### src/rtl/cnt_inc_sched_pkg.sv
// Shared types and helpers for the increment scheduler.
//   state_t   : scheduler FSM states
//   ID_W      : source-id width for the default four-source configuration
//   pend_step : next value and overflow flag of one pending counter
package cnt_sched_pkg;

  typedef enum logic {
    S_IDLE = 1'b0,
    S_GAP  = 1'b1
  } state_t;

  localparam int N_REQ_DEF = 4;
  localparam int ID_W      = $clog2(N_REQ_DEF);

  typedef struct packed {
    logic        ovf;
    logic [15:0] nxt;
  } pend_upd_t;

  // Pending counters are at most 16 bits wide; callers zero-extend into this
  // helper and truncate the result. A request together with a grant is a
  // net-zero change, so it can never overflow even at the maximum.
  function automatic pend_upd_t pend_step(input logic [15:0] cur,
                                          input logic [15:0] maxv,
                                          input logic        r,
                                          input logic        g);
    pend_upd_t u;
    u.ovf = 1'b0;
    u.nxt = cur;
    if (r && !g) begin
      if (cur == maxv) u.ovf = 1'b1;
      else             u.nxt = cur + 16'd1;
    end else if (g && !r) begin
      u.nxt = cur - 16'd1;
    end
    return u;
  endfunction

endpackage

### src/rtl/cnt_inc_sched_rr_pick.sv
// Combinational round-robin picker.
//   cand : candidate vector, one bit per source
//   ptr  : id of the last source served; search starts at ptr+1 and wraps
//   gnt  : one-hot grant (all zero when no candidate)
//   id   : encoded id of the granted source (0 when no candidate)
//   any  : at least one candidate present
module rr_pick #(
  parameter int N   = 4,
  parameter int IDW = $clog2(N)
) (
  input  logic [N-1:0]   cand,
  input  logic [IDW-1:0] ptr,
  output logic [N-1:0]   gnt,
  output logic [IDW-1:0] id,
  output logic           any
);

  logic [IDW-1:0] idx;

  // Walk from lowest priority (ptr itself) up to highest (ptr+1); the last
  // hit overwrites earlier ones, so the highest-priority candidate wins.
  always_comb begin
    gnt = '0;
    id  = '0;
    idx = '0;
    any = |cand;
    for (int k = N; k >= 1; k--) begin
      idx = IDW'((int'(ptr) + k) % N);
      if (cand[idx]) begin
        gnt      = '0;
        gnt[idx] = 1'b1;
        id       = idx;
      end
    end
  end

endmodule

### src/rtl/cnt_inc_sched.sv
// Schedules increment requests from N_REQ sources onto a single registered
// inc pulse, round-robin, with at least GAP cycles between inc rising edges.
//   clk, rst   : clock and synchronous active-high reset
//   req        : per-source request strobes (one request per high cycle)
//   clr_ovf    : clears all sticky overflow flags
//   inc        : one-cycle increment pulse to the downstream counter
//   grant_id   : source served by the current inc; held while inc is low
//   issued_cnt : number of inc pulses issued, modulo 2^CNT_W
//   pend_ovf   : sticky per-source flag, a request was dropped
//   busy       : any request pending or spacing gap still running
module cnt_inc_sched
  import cnt_sched_pkg::*;
#(
  parameter int N_REQ  = 4,
  parameter int PEND_W = 4,
  parameter int GAP    = 2,
  parameter int CNT_W  = 8
) (
  input  logic                     clk,
  input  logic                     rst,
  input  logic [N_REQ-1:0]         req,
  input  logic                     clr_ovf,
  output logic                     inc,
  output logic [$clog2(N_REQ)-1:0] grant_id,
  output logic [CNT_W-1:0]         issued_cnt,
  output logic [N_REQ-1:0]         pend_ovf,
  output logic                     busy
);

  localparam int                IDW      = $clog2(N_REQ);
  localparam logic [PEND_W-1:0] PEND_MAX = '1;
  localparam logic [7:0]        GAP_LOAD = (GAP > 1) ? 8'(GAP - 2) : 8'd0;

  state_t            state, state_n;
  logic [7:0]        gap_cnt, gap_n;
  logic [IDW-1:0]    rr_ptr;
  logic [PEND_W-1:0] pend   [N_REQ];
  logic [PEND_W-1:0] pend_n [N_REQ];
  pend_upd_t         upd    [N_REQ];
  logic [N_REQ-1:0]  cand, pick_oh, gnt, ovf_new;
  logic [IDW-1:0]    pick_id;
  logic              pick_any, grant_en;

  always_comb begin
    cand = '0;
    for (int i = 0; i < N_REQ; i++) cand[i] = |pend[i];
  end

  rr_pick #(
    .N   (N_REQ),
    .IDW (IDW)
  ) u_pick (
    .cand (cand),
    .ptr  (rr_ptr),
    .gnt  (pick_oh),
    .id   (pick_id),
    .any  (pick_any)
  );

  // Grant only from S_IDLE; S_GAP enforces the pulse spacing.
  always_comb begin
    state_n  = state;
    gap_n    = gap_cnt;
    grant_en = 1'b0;
    case (state)
      S_IDLE: begin
        if (pick_any) begin
          grant_en = 1'b1;
          if (GAP > 1) begin
            state_n = S_GAP;
            gap_n   = GAP_LOAD;
          end
        end
      end
      S_GAP: begin
        if (gap_cnt == 8'd0) state_n = S_IDLE;
        else                 gap_n   = gap_cnt - 8'd1;
      end
      default: state_n = S_IDLE;
    endcase
  end

  assign gnt = grant_en ? pick_oh : '0;

  always_comb begin
    ovf_new = '0;
    for (int i = 0; i < N_REQ; i++) begin
      upd[i]     = pend_step(16'(pend[i]), 16'(PEND_MAX), req[i], gnt[i]);
      pend_n[i]  = upd[i].nxt[PEND_W-1:0];
      ovf_new[i] = upd[i].ovf;
    end
  end

  assign busy = pick_any || (state == S_GAP);

  always_ff @(posedge clk) begin
    if (rst) begin
      state      <= S_IDLE;
      gap_cnt    <= '0;
      rr_ptr     <= IDW'(N_REQ - 1);
      inc        <= 1'b0;
      grant_id   <= '0;
      issued_cnt <= '0;
      pend_ovf   <= '0;
      for (int i = 0; i < N_REQ; i++) pend[i] <= '0;
    end else begin
      state    <= state_n;
      gap_cnt  <= gap_n;
      inc      <= grant_en;
      // A new overflow beats a simultaneous clear for that bit.
      pend_ovf <= (clr_ovf ? '0 : pend_ovf) | ovf_new;
      for (int i = 0; i < N_REQ; i++) pend[i] <= pend_n[i];
      if (grant_en) begin
        grant_id   <= pick_id;
        rr_ptr     <= pick_id;
        issued_cnt <= issued_cnt + 1'b1;
      end
    end
  end

endmodule

### config.mk
export PLATFORM = sky130hd
export DESIGN_NAME = cnt_inc_sched
export DESIGN_NICKNAME = d
export VERILOG_FILES = /design/src/rtl/cnt_inc_sched_pkg.sv /design/src/rtl/cnt_inc_sched_rr_pick.sv /design/src/rtl/cnt_inc_sched.sv
export SDC_FILE = /design/constraint.sdc
export NUM_CORES = 1
export LEC_CHECK = 0
export CAP_MARGIN = 20
export CELL_PAD_IN_SITES_DETAIL_PLACEMENT = 0
export CELL_PAD_IN_SITES_GLOBAL_PLACEMENT = 1
export CORE_ASPECT_RATIO = 2
export CORE_MARGIN = 10
export CORE_UTILIZATION = 40
export CTS_CLUSTER_DIAMETER = 30
export DETAILED_ROUTE_END_ITERATION = 10
export GPL_ROUTABILITY_DRIVEN = 1
export HOLD_SLACK_MARGIN = 0.06
export MAX_ROUTING_LAYER = met4
export PLACE_DENSITY = 0.75
export SYNTH_ARGS = -nofsm -noshare
export SYNTH_HDL_FRONTEND = slang
export SYNTH_HIERARCHICAL = 1
export SYNTH_SLANG_ARGS = --single-unit
### constraint.sdc
create_clock -name clk -period 3.3 [get_ports clk]
set_input_delay 0.825 -clock clk [delete_from_list [all_inputs] [get_ports clk]]
set_output_delay 0.825 -clock clk [all_outputs]
set_load 0.005 [all_outputs]
=== Word-level counts from Yosys, hierarchy flattened ===
Memory sizes are Yosys's and may differ from the RTL's.
Index checks and enable logic that the tools add are counted.

* Memories: 1
* Bits of input ports: 7
* Register bits: 26
* Output and inout port bits: 16
* Bits in writable memories: 16
* Logic and storage cells: 130

{| class="wikitable"
|+ Memory list
! name !! words !! bits a word !! rd ports !! clocked after memory_dff !! write ports !! RTL line !! source
|-
| pend || 4 || 4 || 4 || 0 || 4 || cnt_inc_sched.sv:37 || <nowiki>logic [PEND_W-1:0] pend [N_REQ];</nowiki>
|}

* Bitwise logic cells: 6
* Order comparisons: 8
* $add $sub $neg: 14
* Reduce and logical (&&, ||, !) cells: 28
* Muxes and demuxes: 60
* Eq/ne operators: 6

{| class="wikitable"
|+ Operators by type and width
! kind !! number
|-
| $mux W4 || 22
|-
| $mux W1 || 22
|-
| $add A4 B1 Y4 const B || 4
|-
| $eq A4 B4 Y1 const B || 4
|-
| $mux W8 || 2
|-
| $pmux W8 S2 || 1
|-
| $reduce_or A16 Y1 || 1
|-
| $reduce_or A4 Y1 || 4
|-
| $sub A4 B1 Y4 const B || 4
|-
| $logic_and A1 B1 Y1 || 12
|-
| $lt A2 B3 Y1 const B || 4
|-
| $add A8 B1 Y8 const B || 1
|-
| $bmux W1 S2 || 4
|-
| $demux W1 S2 || 4
|-
| $ge A2 B1 Y1 const B || 4
|-
| $logic_not A1 Y1 || 8
|-
| $logic_not A8 Y1 || 1
|-
| $mux W2 || 4
|-
| $sub A8 B1 Y8 const B || 1
|-
| $add A2 B1 Y2 const B || 2
|-
| $add A2 B2 Y2 const B || 2
|-
| $ne A2 B2 Y1 const B || 2
|-
| $or A1 B1 Y1 || 4
|-
| $or A4 B4 Y4 || 1
|-
| other kinds (4) || 4
|}

=== Depth between registers and ports, before layout ===
Gate-level depths: netlist of the first run.

* Depth in word-level cells: 14
* Mapped depth: 14
* Gate-level depth less buffers: 13

=== By module ===
The synthesis of the first run kept the hierarchy.

{| class="wikitable"
|+ Modules (own cells, without submodules)
! module !! cells an instance !! instances !! area each (µm²) !! seq. area each (µm²)
|-
| cnt_inc_sched || 258 || 1 || 2290.9 || 840.8
|-
| rr_pick || 59 || 1 || 457.9 || 0.0
|}

=== Worst setup path after synthesis of the first run ===
Ideal clock, no wire load.

* Path type: register to register
* Start: register rr_ptr[0]
* End: memory pend[1][3]
* Buffers on the path: 1
* Setup slack: -40 ps
* Data required time: 3168 ps
* Data arrival time: 3209 ps
* Period minus slack after synthesis: 3340 ps
* Library setup time: 132 ps
* Stages on the path, launching flop included: 14
* Cell sequence: dfxtp_1 buf_2 inv_1 ha_1 mux4_2 nand4b_1 a41oi_1 nand3b_1 nand2_1 ha_1 a21oi_1 and2_1 mux2i_1 a211oi_1

{| class="wikitable"
|+ RTL lines
! element !! RTL line !! source
|-
| from (decl) || cnt_inc_sched.sv:36 || <nowiki>logic [IDW-1:0] rr_ptr;</nowiki>
|-
| from (signal assigned) || cnt_inc_sched.sv:100 || <nowiki>rr_ptr <= IDW'(N_REQ - 1);</nowiki>
|-
| from (signal assigned) || cnt_inc_sched.sv:115 || <nowiki>rr_ptr <= pick_id;</nowiki>
|-
| to (decl) || cnt_inc_sched.sv:37 ||
|}

==> results.toml, run 1 <==
[timing]
worst_slew_pin_slew_ps = 713
hold_slack_ps = 456
finalCritPeriodShare = 0.976
period_minus_slack_ps = 3220
final-hold-violation-count = 0
fin_worst_skew_ps = 4.55
maxSlewHeadroom = 0.524
finalSetupViolCount = 0
fmax_mhz = 310
finalMaxSlewViolations = 0

[detailed_routing]
drt_iter0_markers = 73
first_pass_iters = 4
drt-total-wl_mm = 7.11
via_count = 2565
routed_via_density = 5.56
ant_nets = 0
wire_per_inst_um = 15.4
route.detailed.drc = 0

[min_path]
hp-class = "flop to flop"

[layout]
diodes = 0
nets = 400
fin_util = 0.535
syn_to_final_growth_pct = 29.9
drive_gt1_frac = 0.257
layout_commonest_cell = "dfxtp_1"
final_cell_mix = "dfxtp_1 (42), buf_4 (40), nor2_1 (23)"

[setup_path]
rr_worst_depth = 11
cp_data_arrival_time_ps = 3390
crit_type = "flop to flop"
worstReg2RegStart = "pend[2][1]$_SDFFE_PP0P_"
reg2reg_to = "pend[3][3]$_SDFFE_PP0P_"
cp-start-kind = "flop"
end_kind = "flop"
cp_cell_sequence = "or4_4, mux4_2, nand4b_1, a41oi_2, nand3b_1, nand2_2, ha_1, a21oi_2, and2_4, mux2i_1, a211oi_1"
cp_max_fo = 7
r2r_slack_ps = 80
cp_slowest_cell = "or4_4"
startpoint = "pend[2][1]$_SDFFE_PP0P_"
required_ps = 3470
max_stage_delay_ps = 560
endpoint = "pend[3][3]$_SDFFE_PP0P_"

[die]
core_area_sq_um = 6670
std_cell_rows = 42
die_x_um = 78.6
initial_core_util = 0.412
die_y_um = 137
io_pins = 23
die-area_sq_um = 10800

[logic_synthesis]
avgSynthCellArea_sq_um = 8.67
synth_fp_nets = 345
synth_cell_type_count = 60
synth.largest_area_cell = "dfxtp_1"
synth-seq-area-share = 0.306
synthTopCellsByArea = "dfxtp_1 (31%), ha_1 (7.7%), a21oi_1 (4.6%)"
ys_ff_latch = 42
ys_async_sr_fraction = 0
ys_warn_count = 6
ys.flop_type = "dfxtp_1"
synthCells = 317
netlist_area_sq_um = 2750
synth_top_cell_area_share = 0.306
synth_edf_count = 0

[pwr]
p_leak_nw = 1.42
switching_power_w = 0.00191
power.density_nw_per_um2 = 1230
worst_ir_drop_vdd_v = 0.000702
internal_power_w = 0.00248
p_clk_frac = 0.113
seqPwrFrac = 0.178
p_sw_frac = 0.435
total_power_w = 0.00439
p_comb_frac = 0.709

[global_routing]
grt_first_pass_wirelength_mm = 12.1
gr-usage-met2 = 0.268
met3_usage = 0.0333
overflow = 0
grt_usage = 0.142
grt_use_met1 = 0.131
grt_pass1_vias = 2605
top_usage_layer = "met2"
antenna_found_initial = 0
grt_max_degree = 25

[clock_tree]
holdBufCountCts = 0
cts.clk_slew.worst_paths_ps = 60
insertion_delay_ps = 290
cts_num_sinks = 42
cts_root_buffer = "clkbuf_16"
cts_tree = "built"
clock_path_buffers = 2
htree_levels = 2
cts_made_buffers = 5

[placement]
place_congestion = 0.828
dpl.hpwl_mm = 5.33
io_buffer_count = 22

[run_status]
outcome = "completed"

[flow_run]
maxCapViolCount = 0
## worst max-delay path: cells and delay by family, from the launching register on
kind	cells	cell delay (ps)
simple gates	5	1260
mux	2	740
compound gates	3	490
flops	1	310
fa+ha+maj	1	290
## cell families after synthesis
kind of cell / Yosys count / synth area share
AO/OA/AOI/OAI: 79 / 0.202
XOR/XNOR: 11 / 0.0351
adder cells (fa/ha/maj): 21 / 0.107
buffers and inverters: 27 / 0.0473
flip-flops: 42 / 0.306
multiplexers: 12 / 0.0510
AND/OR/NAND/NOR: 125 / 0.252
## stage by stage
stage | area, sq um | cells | worst slack, ps | TNS (ps)
2_1_floorplan | 2750 | 317 | 5.54 | 0
3_3_place_gp | 3270 | 449 | 3.28 | 0
3_5_place_dp | 3270 | 449 | -72.8 | -72.8
4_1_cts | 3440 | 458 | 11.9 | 0
5_1_grt | 3570 | 461 | -54.0 | -103
6_report | 3570 | 461 | 77.7 | 0
## synth_stat cells (2+ instances only)
cell,number
o41ai_1,2
a21o_1,4
a21boi_0,4
buf_2,4
buf_6,2
nand2_1,24
or2_1,4
and2_1,8
fa_1,4
dfxtp_1,42
or4_1,5
xor2_1,8
nand2b_1,4
clkbuf_1,7
nand4_1,10
mux2i_1,7
ha_1,17
a211oi_1,8
o211ai_1,3
nand3b_1,6
a221oi_1,4
o21ai_0,7
mux2_2,3
nor3_1,3
a21oi_1,25
a2bb2oi_1,4
a41oi_1,3
nand4b_1,5
xnor2_1,3
nor2_1,24
a31o_2,3
nand3_1,18
o211ai_2,2
a31oi_1,2
inv_1,12
nor2b_1,2
## how the worst min path moves through the flow
| stage | end | start | slack, ps | cells past startpoint |
|---|---|---|---|---|
| floorplan | gap_cnt[6]$_SDFFE_PP0P_ | gap_cnt[6]$_SDFFE_PP0P_ | 430 | 1 |
| global placement | grant_id[0]$_SDFFE_PP0N_ | grant_id[0]$_SDFFE_PP0N_ | 450 | 2 |
| detailed placement | grant_id[0]$_SDFFE_PP0N_ | grant_id[0]$_SDFFE_PP0N_ | 450 | 2 |
| CTS | grant_id[0]$_SDFFE_PP0N_ | grant_id[0]$_SDFFE_PP0N_ | 460 | 2 |
| global route | gap_cnt[0]$_SDFFE_PP0P_ | gap_cnt[0]$_SDFFE_PP0P_ | 490 | 1 |
| finish | grant_id[0]$_SDFFE_PP0N_ | grant_id[0]$_SDFFE_PP0N_ | 460 | 2 |
## area by class of cell
| class | instances | area [sq um] |
|---|---|---|
| tap | 88 | 110 |
| sequential | 42 | 841 |
| inverter | 12 | 45.0 |
| clock buffer | 7 | 143 |
| clock inverter | 1 | 5.00 |
| timing repair buffer | 63 | 532 |
| multi-input combinational | 248 | 1890 |
| fill | 645 | 3100 |
## power by group through the flow
stage               Sequential [W]  Clock [W]  Combinational (W)
floorplan                 0.000804          0            0.00193
global placement          0.000785          0            0.00275
detailed placement        0.000787          0            0.00278
CTS                       0.000780   0.000515            0.00283
global route              0.000805   0.000525            0.00346
finish                    0.000783   0.000495            0.00312
## per-layer routing
metal	routed length, um	vias to the layer above
met5	0	-
li1	-	1273
met4	202	0
met2	3970	57
met1	2600	1217
met3	333	18
## state kept, by name, summed over array words and instances (netlist names)
register    count
pend           16
gap_cnt         8
issued_cnt      8
pend_ovf        4
grant_id        2
rr_ptr          2
inc             1
state           1
## timing repair
action | 4_1_cts | 5_1_grt
resized for setup | 3 | 28
gates cloned | 0 | 1
endpoints found under the setup margin | 2 | 10
pin swaps | 1 | 11
buffers inserted | 1 | 2
(Power assumes the default switching activity.)
==> run 2, diff against run 1 <==
--- a/config.mk
+++ b/config.mk
@@ -8,7 +8,7 @@
 export CAP_MARGIN = 20
 export CELL_PAD_IN_SITES_DETAIL_PLACEMENT = 0
 export CELL_PAD_IN_SITES_GLOBAL_PLACEMENT = 1
-export CORE_ASPECT_RATIO = 2
+export CORE_ASPECT_RATIO = 0.5
 export CORE_MARGIN = 10
 export CORE_UTILIZATION = 40
 export CTS_CLUSTER_DIAMETER = 30
==> run 2 against run 1 <==
Global-route usage decreased by 1.1 points. Combinational power shrank 2%. Core utilization shrank 0.19 points. Critical path depth decreased by 6. Setup slack lost 10 ps. Non-clock buffer count is 6 lower. Highest routed layer unchanged. Clock skew is 2.2 ps lower. Register-to-register slack improved by 50 ps.
==> results.toml, run 2 (same netlist as run 1, synthesis figures left out) <==
[run_status]
outcome = "completed"

[setup_path]
required_ps = 2470
cp-start-kind = "flop"
cp_cell_sequence = "or4_4, or4_4, nor2_4, inv_1, clkdlybuf4s50_1"
reg2reg_to = "pend[0][3]$_SDFFE_PP0P_"
cp_max_fo = 7
crit_type = "flop to output port"
rr_worst_depth = 12
cp_common_cell = "or4_4"
end_kind = "output port"
max_stage_delay_ps = 630
cp_slowest_cell = "or4_4"
r2r_slack_ps = 130
worstReg2RegStart = "pend[2][2]$_SDFFE_PP0P_"
cp_data_arrival_time_ps = 2410

[detailed_routing]
wire_per_inst_um = 15.0
drt_iter0_markers = 138
ant_nets = 0
route.detailed.drc = 0
via_count = 2542
drt-total-wl_mm = 6.90
routed_via_density = 5.53
first_pass_iters = 5

[layout]
nFillCells = 636
syn_to_final_growth_pct = 29.4
final_cell_mix = "dfxtp_1 (42), buf_4 (35), nor2_1 (23)"
nets = 395
multi_input_area_sq_um = 1930
drive_gt1_frac = 0.242
layout_commonest_cell = "dfxtp_1"
diodes = 0
largest_register_ffs = 16
fin_area_sq_um = 3560
final-seq-area_sq_um = 841
reg.largest.list = "pend x16, gap_cnt x8, issued_cnt x8"
largest-register = "pend"

[min_path]
worst_hold_startpoint = "grant_id[1]$_SDFFE_PP0N_"
min_to = "grant_id[1]$_SDFFE_PP0N_"
hp-class = "flop to flop"
hold_depth = 2

[clock_tree]
cts_tree = "built"
htree_levels = 2
clock_path_buffers = 2
cts_num_sinks = 42
insertion_delay_ps = 280
cts_root_buffer = "clkbuf_16"
holdBufCountCts = 0
cts_made_buffers = 5
cts.clk_slew.worst_paths_ps = 60

[pwr]
worst_ir_drop_vdd_v = 0.000518
power.density_nw_per_um2 = 1220
p_leak_nw = 1.38

[die]
std_cell_rows = 21
die_y_um = 78.6
core_area_sq_um = 6670
initial_core_util = 0.412
io_pins = 23
die-area_sq_um = 10800
die_x_um = 137

[timing]
hold_slack_ps = 462
final-hold-violation-count = 0
fmax_mhz = 309
maxSlewHeadroom = 0.546
finalCritPeriodShare = 0.980
worst_slew_pin_slew_ps = 671
fin_worst_skew_ps = 2.33
finalMaxSlewViolations = 0
period_minus_slack_ps = 3230
rsz0062_at_grt = "yes"
finalSetupViolCount = 0

[flow_run]
maxCapViolCount = 0

[placement]
place_congestion = 0.882
io_buffer_count = 22
dpl.hpwl_mm = 5.09
place_area_sq_um = 3250

[global_routing]
grt_first_pass_wirelength_mm = 11.6
grt_pass1_vias = 2535
antenna_found_initial = 0
grt_max_degree = 17
overflow = 0
grt_usage = 0.131
## run 2: changes by cell type in the layout (fill, tap and decap cells not counted), sizes merged
cell,delta
mux4,+1
buf,-6
## run 2: area by class of cell
class / instances / share of cell area
Sequential cell: 42 / 0.236
Tap cell: 92 / 0.0324
Clock buffer: 7 / 0.0401
Clock inverter: 1 / 0.00141
Multi-Input combinational cell: 249 / 0.541
Timing Repair Buffer: 57 / 0.136
Inverter: 12 / 0.0127
## run 2: layer usage
metal / vias up / wire length (um) / track usage
met4: 0 / 42 / 0.0397
met3: 6 / 390 / 0.0330
met1: 1203 / 3140 / 0.158
met5: - / 0 / -
met2: 63 / 3320 / 0.210
li1: 1270 / - / -
## run 2: worst max path at each step
stage,cells after the start,from,slack [ps],endpoint
after CTS,11,pend[0][0]$_SDFFE_PP0P_,10,pend[1][3]$_SDFFE_PP0P_
after detailed placement,11,pend[2][0]$_SDFFE_PP0P_,-50,pend[1][3]$_SDFFE_PP0P_
after floorplan,13,rr_ptr[1]$_SDFFE_PP1N_,6,pend[1][3]$_SDFFE_PP0P_
final,5,pend[2][2]$_SDFFE_PP0P_,70,busy
after global placement,11,pend[1][3]$_SDFFE_PP0P_,-7,pend[1][3]$_SDFFE_PP0P_
after global routing,12,pend[2][2]$_SDFFE_PP0P_,-30,pend[0][3]$_SDFFE_PP0P_
## run 2: stage by stage
stage / worst slack, ps / instances / TNS, ps / total power [W] / utilization
6_report: 67.4 / 460 / 0 / 0.00433 / 0.533
5_1_grt: -26.0 / 460 / -60.1 / 0.00470 / 0.533
2_1_floorplan: 5.54 / 317 / 0 / 0.00273 / -
3_5_place_dp: -48.2 / 449 / -91.6 / 0.00349 / 0.487
3_3_place_gp: -7.10 / 449 / -7.10 / 0.00341 / 0.487
4_1_cts: 10.4 / 458 / 0 / 0.00407 / 0.515
## run 2: critical path: cells and delay by family (launching register included)
family / cells / cell delay [ps]
and+or+nand+nor: 3 / 1330
buffers and inverters: 2 / 480
DFF: 1 / 320
## run 2: repair_timing
| item | in CTS | in global routing |
|---|---|---|
| endpoints found under the setup margin | 3 | 11 |
| buffers inserted | 0 | 2 |
| pin swaps | 0 | 10 |
| cloned | 1 | 0 |
| gates resized for setup | 4 | 26 |
## run 2: where the power goes
group	leakage, nW	internal (W)	switching (W)	total [W]
registers	0.344	0.000662	0.000125	0.000787
clock network	0.0739	0.000300	0.000190	0.000490
logic	0.966	0.00147	0.00158	0.00305
==> run 3, diff against run 2 <==
--- a/config.mk
+++ b/config.mk
@@ -5,7 +5,7 @@
 export SDC_FILE = /design/constraint.sdc
 export NUM_CORES = 1
 export LEC_CHECK = 0
-export CAP_MARGIN = 20
+export CAP_MARGIN = 10
 export CELL_PAD_IN_SITES_DETAIL_PLACEMENT = 0
 export CELL_PAD_IN_SITES_GLOBAL_PLACEMENT = 1
 export CORE_ASPECT_RATIO = 0.5
==> results of run 3 <==
No change in the layout: final DEF, timing and power equal those of run 2.
